===== src/rtl/hazard_sequencer.sv =====
// Pipeline sequencer: stall/flush/bubble controls for load-use, dmem wait, redirect, halt/drain.
// Latency: controls are Mealy (same cycle as the event); FSM state and counters update on posedge clk.
// Backpressure: a dmem wait freezes IF..EX/MEM and bubbles MEM/WB; everything else is deferred behind it.
//
// Ports:
//   clk, resetn                              clock, async active-low reset
//   id_*                                     OF-stage instruction (valid, rs1/rs2 index and use flags)
//   ex_valid, ex_is_load, ex_rd              EX-stage instruction
//   mem_valid, wb_valid                      MEM/WB occupancy, used to detect an empty pipe
//   mem_req_valid, mem_ready                 data-memory handshake
//   br_taken                                 EX redirect
//   halt_req                                 level request to drain and halt
//   stall_*, flush_*, bubble_memwb           per pipeline-register controls
//   halted, fsm_state, stall_cycles          status and saturating stall-cycle counter
module hazard_sequencer #(
  parameter int LOAD_USE_BUBBLES = 1,
  parameter int CNT_W            = 32
) (
  input  logic             clk,
  input  logic             resetn,
  input  logic             id_valid,
  input  logic [4:0]       id_rs1,
  input  logic [4:0]       id_rs2,
  input  logic             id_rs1_used,
  input  logic             id_rs2_used,
  input  logic             ex_valid,
  input  logic             ex_is_load,
  input  logic [4:0]       ex_rd,
  input  logic             mem_valid,
  input  logic             wb_valid,
  input  logic             mem_req_valid,
  input  logic             mem_ready,
  input  logic             br_taken,
  input  logic             halt_req,
  output logic             stall_if,
  output logic             stall_ifof,
  output logic             stall_ofex,
  output logic             stall_exmem,
  output logic             stall_memwb,
  output logic             flush_ifof,
  output logic             flush_ofex,
  output logic             bubble_memwb,
  output logic             halted,
  output logic [2:0]       fsm_state,
  output logic [CNT_W-1:0] stall_cycles
);

  typedef enum logic [2:0] {
    RUN     = 3'd0,
    LDSTALL = 3'd1,
    DRAIN   = 3'd2,
    HALTED  = 3'd3
  } state_t;

  // Remaining bubbles after the first one, which is issued in the cycle the hazard is seen.
  localparam logic [2:0] BUB_LOAD = 3'(LOAD_USE_BUBBLES - 1);

  state_t     state, state_nxt;
  logic [2:0] bub_cnt, bub_nxt;

  logic mem_wait;
  logic load_use;
  logic pipe_empty;

  // Action selects; the output mapping below turns these into register controls.
  logic do_mem;      // freeze IF..EX/MEM, NOP into MEM/WB
  logic do_lu;       // hold IF and IF/OF, NOP into OF/EX
  logic do_redirect; // squash IF/OF and OF/EX, PC takes the redirect
  logic do_hold;     // hold PC, feed NOPs into IF/OF while draining or halted

  assign mem_wait   = mem_req_valid && !mem_ready;
  assign load_use   = id_valid && ex_valid && ex_is_load && (ex_rd != 5'd0) &&
                      ((id_rs1_used && (id_rs1 == ex_rd)) ||
                       (id_rs2_used && (id_rs2 == ex_rd)));
  assign pipe_empty = !id_valid && !ex_valid && !mem_valid && !wb_valid;

  always_ff @(posedge clk or negedge resetn) begin
    if (!resetn) begin
      state   <= RUN;
      bub_cnt <= 3'd0;
    end else begin
      state   <= state_nxt;
      bub_cnt <= bub_nxt;
    end
  end

  always_comb begin
    state_nxt   = state;
    bub_nxt     = bub_cnt;
    do_mem      = 1'b0;
    do_lu       = 1'b0;
    do_redirect = 1'b0;
    do_hold     = 1'b0;
    halted      = 1'b0;

    case (state)
      RUN: begin
        if (mem_wait) begin
          do_mem = 1'b1;
        end else if (br_taken) begin
          do_redirect = 1'b1;
        end else if (load_use) begin
          do_lu   = 1'b1;
          bub_nxt = BUB_LOAD;
          if (BUB_LOAD != 3'd0) state_nxt = LDSTALL;
        end else if (halt_req) begin
          state_nxt = DRAIN;
        end
      end

      LDSTALL: begin
        if (mem_wait) begin
          do_mem = 1'b1;
        end else begin
          // A redirect cannot legally appear here: EX holds a bubble.
          do_lu   = 1'b1;
          bub_nxt = bub_cnt - 3'd1;
          if (bub_cnt == 3'd1) state_nxt = RUN;
        end
      end

      DRAIN: begin
        if (mem_wait) begin
          do_mem = 1'b1;
        end else begin
          if (load_use)      do_lu       = 1'b1;
          else if (br_taken) do_redirect = 1'b1;
          else               do_hold     = 1'b1;

          // A load-use cycle keeps the drain going; the bubble must land first.
          if (!load_use) begin
            if (!halt_req)       state_nxt = RUN;
            else if (pipe_empty) state_nxt = HALTED;
          end
        end
      end

      HALTED: begin
        // Pipe is empty, so a dmem wait cannot be ours to honour.
        do_hold = 1'b1;
        halted  = 1'b1;
        if (!halt_req) state_nxt = RUN;
      end

      default: begin
        state_nxt = RUN;
        bub_nxt   = 3'd0;
      end
    endcase
  end

  // Stall wins over flush on the same register.
  assign stall_if     = do_mem || do_lu || do_hold;
  assign stall_ifof   = do_mem || do_lu;
  assign stall_ofex   = do_mem;
  assign stall_exmem  = do_mem;
  assign stall_memwb  = 1'b0;
  assign bubble_memwb = do_mem;
  assign flush_ifof   = (do_redirect || do_hold) && !stall_ifof;
  assign flush_ofex   = (do_redirect || do_lu) && !stall_ofex;
  assign fsm_state    = state;

  always_ff @(posedge clk or negedge resetn) begin
    if (!resetn) begin
      stall_cycles <= '0;
    end else if (stall_if && (stall_cycles != {CNT_W{1'b1}})) begin
      stall_cycles <= stall_cycles + 1'b1;
    end
  end

  a_no_redirect_in_ldstall: assert property (@(posedge clk) disable iff (!resetn)
    !((state == LDSTALL) && !mem_wait && br_taken));

  a_stall_chain: assert property (@(posedge clk) disable iff (!resetn)
    (!stall_exmem || stall_ofex) && (!stall_ofex || stall_ifof) && (!stall_ifof || stall_if));

endmodule

===== config.mk =====
export PLATFORM = sky130hd
export DESIGN_NAME = hazard_sequencer
export DESIGN_NICKNAME = d
export VERILOG_FILES = /design/src/rtl/hazard_sequencer.sv
export SDC_FILE = /design/constraint.sdc
export NUM_CORES = 1
export LEC_CHECK = 0
export CORE_MARGIN = 2
export CORE_UTILIZATION = 49
export CTS_CLUSTER_SIZE = 24
export DETAILED_ROUTE_END_ITERATION = 6
export PLACE_DENSITY = 0.93
export SETUP_SLACK_MARGIN = 0.4
export SLEW_MARGIN = 20
export SYNTH_ARGS = -nofsm -noshare
export SYNTH_HDL_FRONTEND = slang
export SYNTH_SLANG_ARGS = --single-unit

===== constraint.sdc =====
create_clock -name clk -period 4.1 [get_ports clk]
set_input_delay 0.615 -clock clk [delete_from_list [all_inputs] [get_ports clk]]
set_output_delay 0.615 -clock clk [all_outputs]
set_load 0.03 [all_outputs]

==> run summary, run 1 <==
Max clock buf depth: 2
Slew Limit Fails: 0
Yosys warning count: 0
Largest net degree at the start of global routing: 38
Final setup violation count: 0
Mean Syn Cell Area: 10.18 um2
Fin crit period: 3601 ps
Synth top area cells: dfrtp_1, xnor2_1, nand4_1, nand3_1, xor2_1
Post-synthesis simple-gate area fraction: 24.12%
Chip width: 69.89 um
Max_slew headroom: 50.31%
Status: complete, no violations
Reg2Reg Depth: 8
FMAX: 277.7 MHz
Largest family of logic cells by synthesized area: simple AND/OR/NAND/NOR gates
Vias in the first global route: 1769
Max-cap violations: 0
Top sig layer: met4
Top Ports: 72
Startpoint Class: input port
TritonRoute pass-1 iters: 5
CP Capture Point: flush_ofex
Met2 wire len: 2.221 mm
Grt ovf: 0
Final ANT Viol Nets: 0
Gr usage total: 20.89%
Final worst-path cycle share: 87.83%
Slew @ Worst Pin: 743.7 ps
Post-Syn Area: 0.002127 mm2
Cts hold-fix bufs: 0
# diodes: 0
Ys async rst share: 100.0%
Fraction of layout instances using a drive strength above 1: 6.115%
M1 wire length: 2.093 mm
Reg2Reg Launch Point: stall_cycles[0]$_DFFE_PN0P_
Sum Neg Setup Slack: 0 ps
Root buf cell: clkbuf_8
Register area share after synthesis: 43.53%
Vert. Die Dim: 69.89 um
First-pass GRT wire length: 8.307 mm
Flop-to-flop setup slack: 1540 ps
Iter 0 DRT Violations: 43
Final WL: 4.816 mm
Via density: 5.457
Reg-to-Reg End: stall_cycles[29]$_DFFE_PN0P_
TritonCTS sink count: 37
H-tree levels: 2
Maximum VDD drop: 0.0003795 V
Routed len/inst: 14.68 um
Synthesized instance count: 209
Post-synthesis mux area share: 1.000%
CP Capture Type: output pin
Clock Skews: 6.529 ps
Design area: 0.002905 mm2
GP Congestion: 0.8088
CORE AREA: 0.004086 mm2
Synthesized flop and latch total: 37
Worst EP arrival: 2990 ps
Met3 wire len: 455 um
WP data required: 3480 ps
Pwr/cell area: 453.0 mW/mm2
# fillers: 324
Main synth FF type: dfrtp_1
Post-CTS setup buffers: 0
RSZ-0062 raised after global routing: true
Row count: 23
Via Count: 1790
Detailed placer's ending HPWL: 3.596 mm
Adder-Cell Fraction of Synth Area: 1.765%
Final hold vios: 0
Min-Delay Path Class: flop to flop
Area Growth Syn to Fin: 36.59%
Synth cell types: 45
DIE AREA: 0.004884 mm2
CP max FO: 6
Share of the synthesized area in the top cell type: 43.53%
Initial Util: 52.05%
# DRC: 0
Count of flip-flops with a built-in enable after synthesis: 0
Initial antenna violation count: 0
Clk_lat worst skew: 290 ps
DP Area: 0.002816 mm2
Clock slew at reported path FFs: 60 ps
Crit Path Category: input port to output pin
Post-layout nets: 308
Post-synthesis compound-gate area fraction: 7.412%
TritonCTS clock tree: built
WHS: 493.8 ps
Synth Area in XOR/XNOR: 16.88%
Leakage power: 1.202 nW
Area leader, netlist: dfrtp_1
Count of buffers from port buffering: 69
Num CTS Buffers: 5
Crit. Startpoint: ex_rd[1]
==> area by class of cell <==
| class | count | area (um2) | area share, % |
|---|---|---|---|
| clock buffer | 8 | 80.08 | 2.756 |
| inverter | 9 | 33.78 | 1.163 |
| multi-input combinational | 154 | 1104 | 37.98 |
| sequential | 37 | 925.9 | 31.87 |
| tap | 50 | 62.56 | 2.153 |
| timing repair buffer | 70 | 699.4 | 24.07 |
==> report_power, final <==
group	internal [mW]	switching, mW
clock network	0.121	0.123
registers	0.425	0.0766
logic	0.249	0.321
==> sequential cells by signal (all words and copies together), names as in the netlist <==
signal / count
stall_cycles: 32
fsm_state: 2
bub_cnt: 3
==> timing repair <==
action,4_1_cts,5_1_grt
endpoints found under the setup margin,1,1
gates resized for setup,1,2
pin swaps,0,0
==> kinds of logic (layout without fill, tap and decap cells) <==
group	Yosys count	count (layout)
compound gates	21	21
xor+xnor	41	41
fa+ha+maj	3	3
buf+inv	19	87
flops	37	37
mux	2	2
other cells	1	2
simple gates	85	85
==> layout by cell type, fill, tap and decap left out, drive strengths merged, types with 2 or more instances in the layout <==
cell type	n
or4	2
nor3	3
xnor2	34
and3	10
clkdlybuf4s50	67
conb	2
nand3	17
o31a	2
clkbuf	8
nand4	11
xor2	7
ha	3
dfrtp	37
nor4	5
and2	3
nor2	8
o2bb2ai	2
o21ai	6
a21oi	4
and4	3
inv	9
nor2b	3
nor3b	2
nand2	15
==> worst min-delay path by stage <==
| stage | start | end | slack [ps] | cells after the start |
|---|---|---|---|---|
| global route | stall_cycles[26]$_DFFE_PN0P_ | stall_cycles[26]$_DFFE_PN0P_ | 520 | 1 |
| finish | stall_cycles[26]$_DFFE_PN0P_ | stall_cycles[26]$_DFFE_PN0P_ | 490 | 1 |
| floorplan | resetn | bub_cnt[0]$_DFFE_PN0P_ | 320 | 0 |
| detailed placement | stall_cycles[9]$_DFFE_PN0P_ | stall_cycles[9]$_DFFE_PN0P_ | 490 | 1 |
| CTS | stall_cycles[26]$_DFFE_PN0P_ | stall_cycles[26]$_DFFE_PN0P_ | 490 | 1 |
| global placement | bub_cnt[1]$_DFFE_PN0P_ | bub_cnt[1]$_DFFE_PN0P_ | 470 | 1 |
==> per-layer routing <==
metal | vias to the layer above | global-route usage (%)
li1 | 860 | -
met1 | 836 | 26.97
met2 | 90 | 34.29
met3 | 4 | 7.071
met4 | 0 | 4.487
met5 | - | 0
==> stage by stage <==
stage / worst slack, ps / utilization [%] / std cells / power, mW
floorplan: 1474 / - / 210 / 0.8744
global placement: 398.1 / 68.92 / 320 / 1.064
detailed placement: 363.2 / 68.92 / 320 / 1.081
CTS: 414.8 / 70.85 / 328 / 1.324
global route: 394.1 / 71.10 / 328 / 1.397
finish: 498.8 / 71.10 / 328 / 1.316
==> synthesized netlist by cell type (2+ instances only) <==
master and count:
nand2_1 15, xor2_1 7, inv_1 9, and4_1 3
o2bb2ai_1 2, ha_1 3, nor4_1 4, o31a_1 2
dfrtp_1 37, buf_6 2, clkbuf_1 2, xnor2_1 34
or4_1 2, and2_1 2, and3_1 9, nor2b_1 3
nor2_1 8, o21ai_0 5, nor3_1 3, nand3_2 4
nand4_1 11, buf_4 6, nand3_1 13, a21oi_1 2
==> worst max-delay path, cell delays in order <==
cell and delay (ps):
clkdlybuf4s50_1 460, or4_1 550, o2111ai_1 220, and2b_1 290, o31a_1 260, clkdlybuf4s50_1 590
Note: power is estimated with default switching activity, not from simulation.
==> run 2, diff against run 1 <==
--- a/config.mk
+++ b/config.mk
@@ -5,12 +5,14 @@
 export SDC_FILE = /design/constraint.sdc
 export NUM_CORES = 1
 export LEC_CHECK = 0
+export CORE_ASPECT_RATIO = 1.1
 export CORE_MARGIN = 2
 export CORE_UTILIZATION = 49
 export CTS_CLUSTER_SIZE = 24
 export DETAILED_ROUTE_END_ITERATION = 6
 export PLACE_DENSITY = 0.93
 export SETUP_SLACK_MARGIN = 0.4
+export SKIP_LAST_GASP = 1
 export SLEW_MARGIN = 20
 export SYNTH_ARGS = -nofsm -noshare
 export SYNTH_HDL_FRONTEND = slang
==> run 2 against run 1 <==
Non-clock buffer count increased by 1. Clock skew decreased by 3.3 ps. Design area increased by 0.99%. Setup slack improved by 140 ps. Routed wire length increased by 3.0%. Final cell count increased by 1.5%. Critical endpoint is now flush_ifof.
==> run summary, run 2 (synthesized netlist as in run 1, its figures left out) <==
Status: complete, no violations (unchanged)
H-tree levels: 2 (unchanged)
Sum Neg Setup Slack: 0 ps (unchanged)
Chip width: 66.82 um (was 69.89 um)
Fraction of layout instances using a drive strength above 1: 7.527% (was 6.115%)
Root buf cell: clkbuf_8 (unchanged)
Final ANT Viol Nets: 0 (unchanged)
GP Congestion: 0.7347 (was 0.8088)
DIE AREA: 0.004885 mm2 (was 0.004884 mm2)
Max clock buf depth: 2 (unchanged)
Post-CTS Resized: 1 (unchanged)
Critical-path cell list: clkdlybuf4s50_1 -> or4_1 -> o2111ai_1 -> and2b_1 -> o21ai_0 -> nand2_1 -> o31ai_1 -> dlygate4sd2_1 (was clkdlybuf4s50_1 -> or4_1 -> o2111ai_1 -> and2b_1 -> o31a_1 -> clkdlybuf4s50_1)
# fillers: 337 (was 324)
Total chip power: 1.353 mW (was 1.316 mW)
Clk_lat worst skew: 290 ps (about the same)
Max-cap violations: 0 (unchanged)
# DRC: 0 (unchanged)
Detailed placer's ending HPWL: 3.661 mm (was 3.596 mm)
Final setup violation count: 0 (unchanged)
Startpoint Class: input port (unchanged)
RSZ-0062 raised after global routing: false (was true)
Slew @ Worst Pin: 745.9 ps (was 743.7 ps)
Max_slew headroom: 50.16% (was 50.31%)
Slew Limit Fails: 0 (unchanged)
Maximum VDD drop: 0.0003523 V (was 0.0003795 V)
Vias in the first global route: 1808 (was 1769)
Most common cell after layout, fill and taps aside: clkdlybuf4s50_1 (unchanged)
Clock Skews: 3.277 ps (was 6.529 ps)
Final hold vios: 0 (unchanged)
Area Growth Syn to Fin: 37.94% (was 36.59%)
CP Capture Type: output pin (unchanged)
First-pass GRT wire length: 8.093 mm (was 8.307 mm)
Num CTS Buffers: 5 (unchanged)
Crit Path Category: input port to output pin (unchanged)
TritonCTS clock tree: built (unchanged)
Via density: 5.420 (was 5.457)
Crit path max-delay cell type: or4_1 (was clkdlybuf4s50_1)
TritonCTS sink count: 37 (unchanged)
Biggest register: stall_cycles (unchanged)
Routed len/inst: 14.90 um (was 14.68 um)
Grt ovf: 0 (unchanged)
Count of buffers from port buffering: 69 (unchanged)
Final WL: 4.962 mm (was 4.816 mm)
Post-CTS setup buffers: 0 (unchanged)
Leakage power: 1.231 nW (was 1.202 nW)
# diodes: 0 (unchanged)
CP Buf/Inv Count: 2 (unchanged)
Via Count: 1805 (was 1790)
Initial Util: 50.37% (was 52.05%)
Crit path max-delay family: simple AND/OR/NAND/NOR gates (was buffers and inverters)
CORE AREA: 0.004223 mm2 (was 0.004086 mm2)
Worst EP arrival: 2850 ps (was 2990 ps)
Iter 0 DRT Violations: 69 (was 43)
Top Ports: 72 (unchanged)
Register area: 925.9 um2 (unchanged)
Cts hold-fix bufs: 0 (unchanged)
Largest net degree at the start of global routing: 38 (unchanged)
Clock slew at reported path FFs: 70 ps (was 60 ps)
Vert. Die Dim: 73.10 um (was 69.89 um)
Commonest cells after routing, fill and taps aside: clkdlybuf4s50_1, dfrtp_1, xnor2_1 (unchanged)
WP data required: 3480 ps (about the same)
Largest register FFs: 32 (unchanged)
Initial antenna violation count: 0 (unchanged)
Slowest stage delay, CP: 560 ps (was 590 ps)
Row count: 25 (was 23)
Pwr/cell area: 461.3 mW/mm2 (was 453.0 mW/mm2)
Post-layout nets: 309 (was 308)
Fin crit period: 3462 ps (was 3601 ps)
FMAX: 288.8 MHz (was 277.7 MHz)
CP max FO: 6 (unchanged)
TritonRoute pass-1 iters: 4 (was 5)
Gr usage total: 21.99% (was 20.89%)
Final worst-path cycle share: 84.45% (was 87.83%)
Area occupied by multi-input gates: 0.001096 mm2 (was 0.001104 mm2)
Min-Delay Path Class: flop to flop (unchanged)
==> run 2: per-layer routing <==
layer	vias to the layer above	part of all wire, %	GRT usage, %
li1	868	-	-
met1	867	39	24.47
met2	64	50	38.56
met3	6	10	7.870
met4	0	1.1	7.710
met5	-	0	0
==> run 2: worst reg2reg max path, stage by stage (launching register included) <==
cell	delay, ps
dfrtp_1	420
ha_1	220
and3_1	200
and4_1	300
nand3_2	180
nor3b_4	70
a21oi_4	580
and4_1	310
xor2_1	160
==> run 2: power by group <==
group	internal, mW	switching (mW)
sequential	0.425	0.0756
clock	0.152	0.129
combinational	0.250	0.321
total	0.828	0.526
==> run 2: layout make-up <==
type / instances / area share (%)
well taps: 54 / 2.303
flip-flops and latches: 37 / 31.56
inverters: 9 / 1.151
clock buffers: 7 / 3.284
multi-input cells: 154 / 37.36
repair buffers: 71 / 24.18
clock inverters: 1 / 0.1706
==> run 2: final timing paths <==
path                                              start                           end  slack (ps)  depth (start not counted)
setup / recovery                               ex_rd[1]                    flush_ifof         640                          8
hold / removal             stall_cycles[29]$_DFFE_PN0P_  stall_cycles[29]$_DFFE_PN0P_         490                          1
min in group asynchronous                        resetn  stall_cycles[17]$_DFFE_PN0P_         740                          2
setup reg to reg            stall_cycles[0]$_DFFE_PN0P_  stall_cycles[29]$_DFFE_PN0P_        1570                          8
max in group asynchronous                        resetn  stall_cycles[26]$_DFFE_PN0P_        3040                          2
hold reg to reg            stall_cycles[29]$_DFFE_PN0P_  stall_cycles[29]$_DFFE_PN0P_         490                          1
==> run 2: through the flow <==
stage / instances / setup slack [ps] / utilization (%) / hold slack, ps / instance area [um2]
detailed placement: 325 / 346.2 / 66.99 / 480.2 / 2829
CTS: 333 / 482.3 / 69.36 / 494.0 / 2929
finish: 333 / 637.5 / 69.48 / 486.7 / 2934
global route: 333 / 432.2 / 69.48 / 521.5 / 2934
global placement: 325 / 401.1 / 66.99 / 475.8 / 2829
floorplan: 210 / 1474 / - / 319.4 / 2131
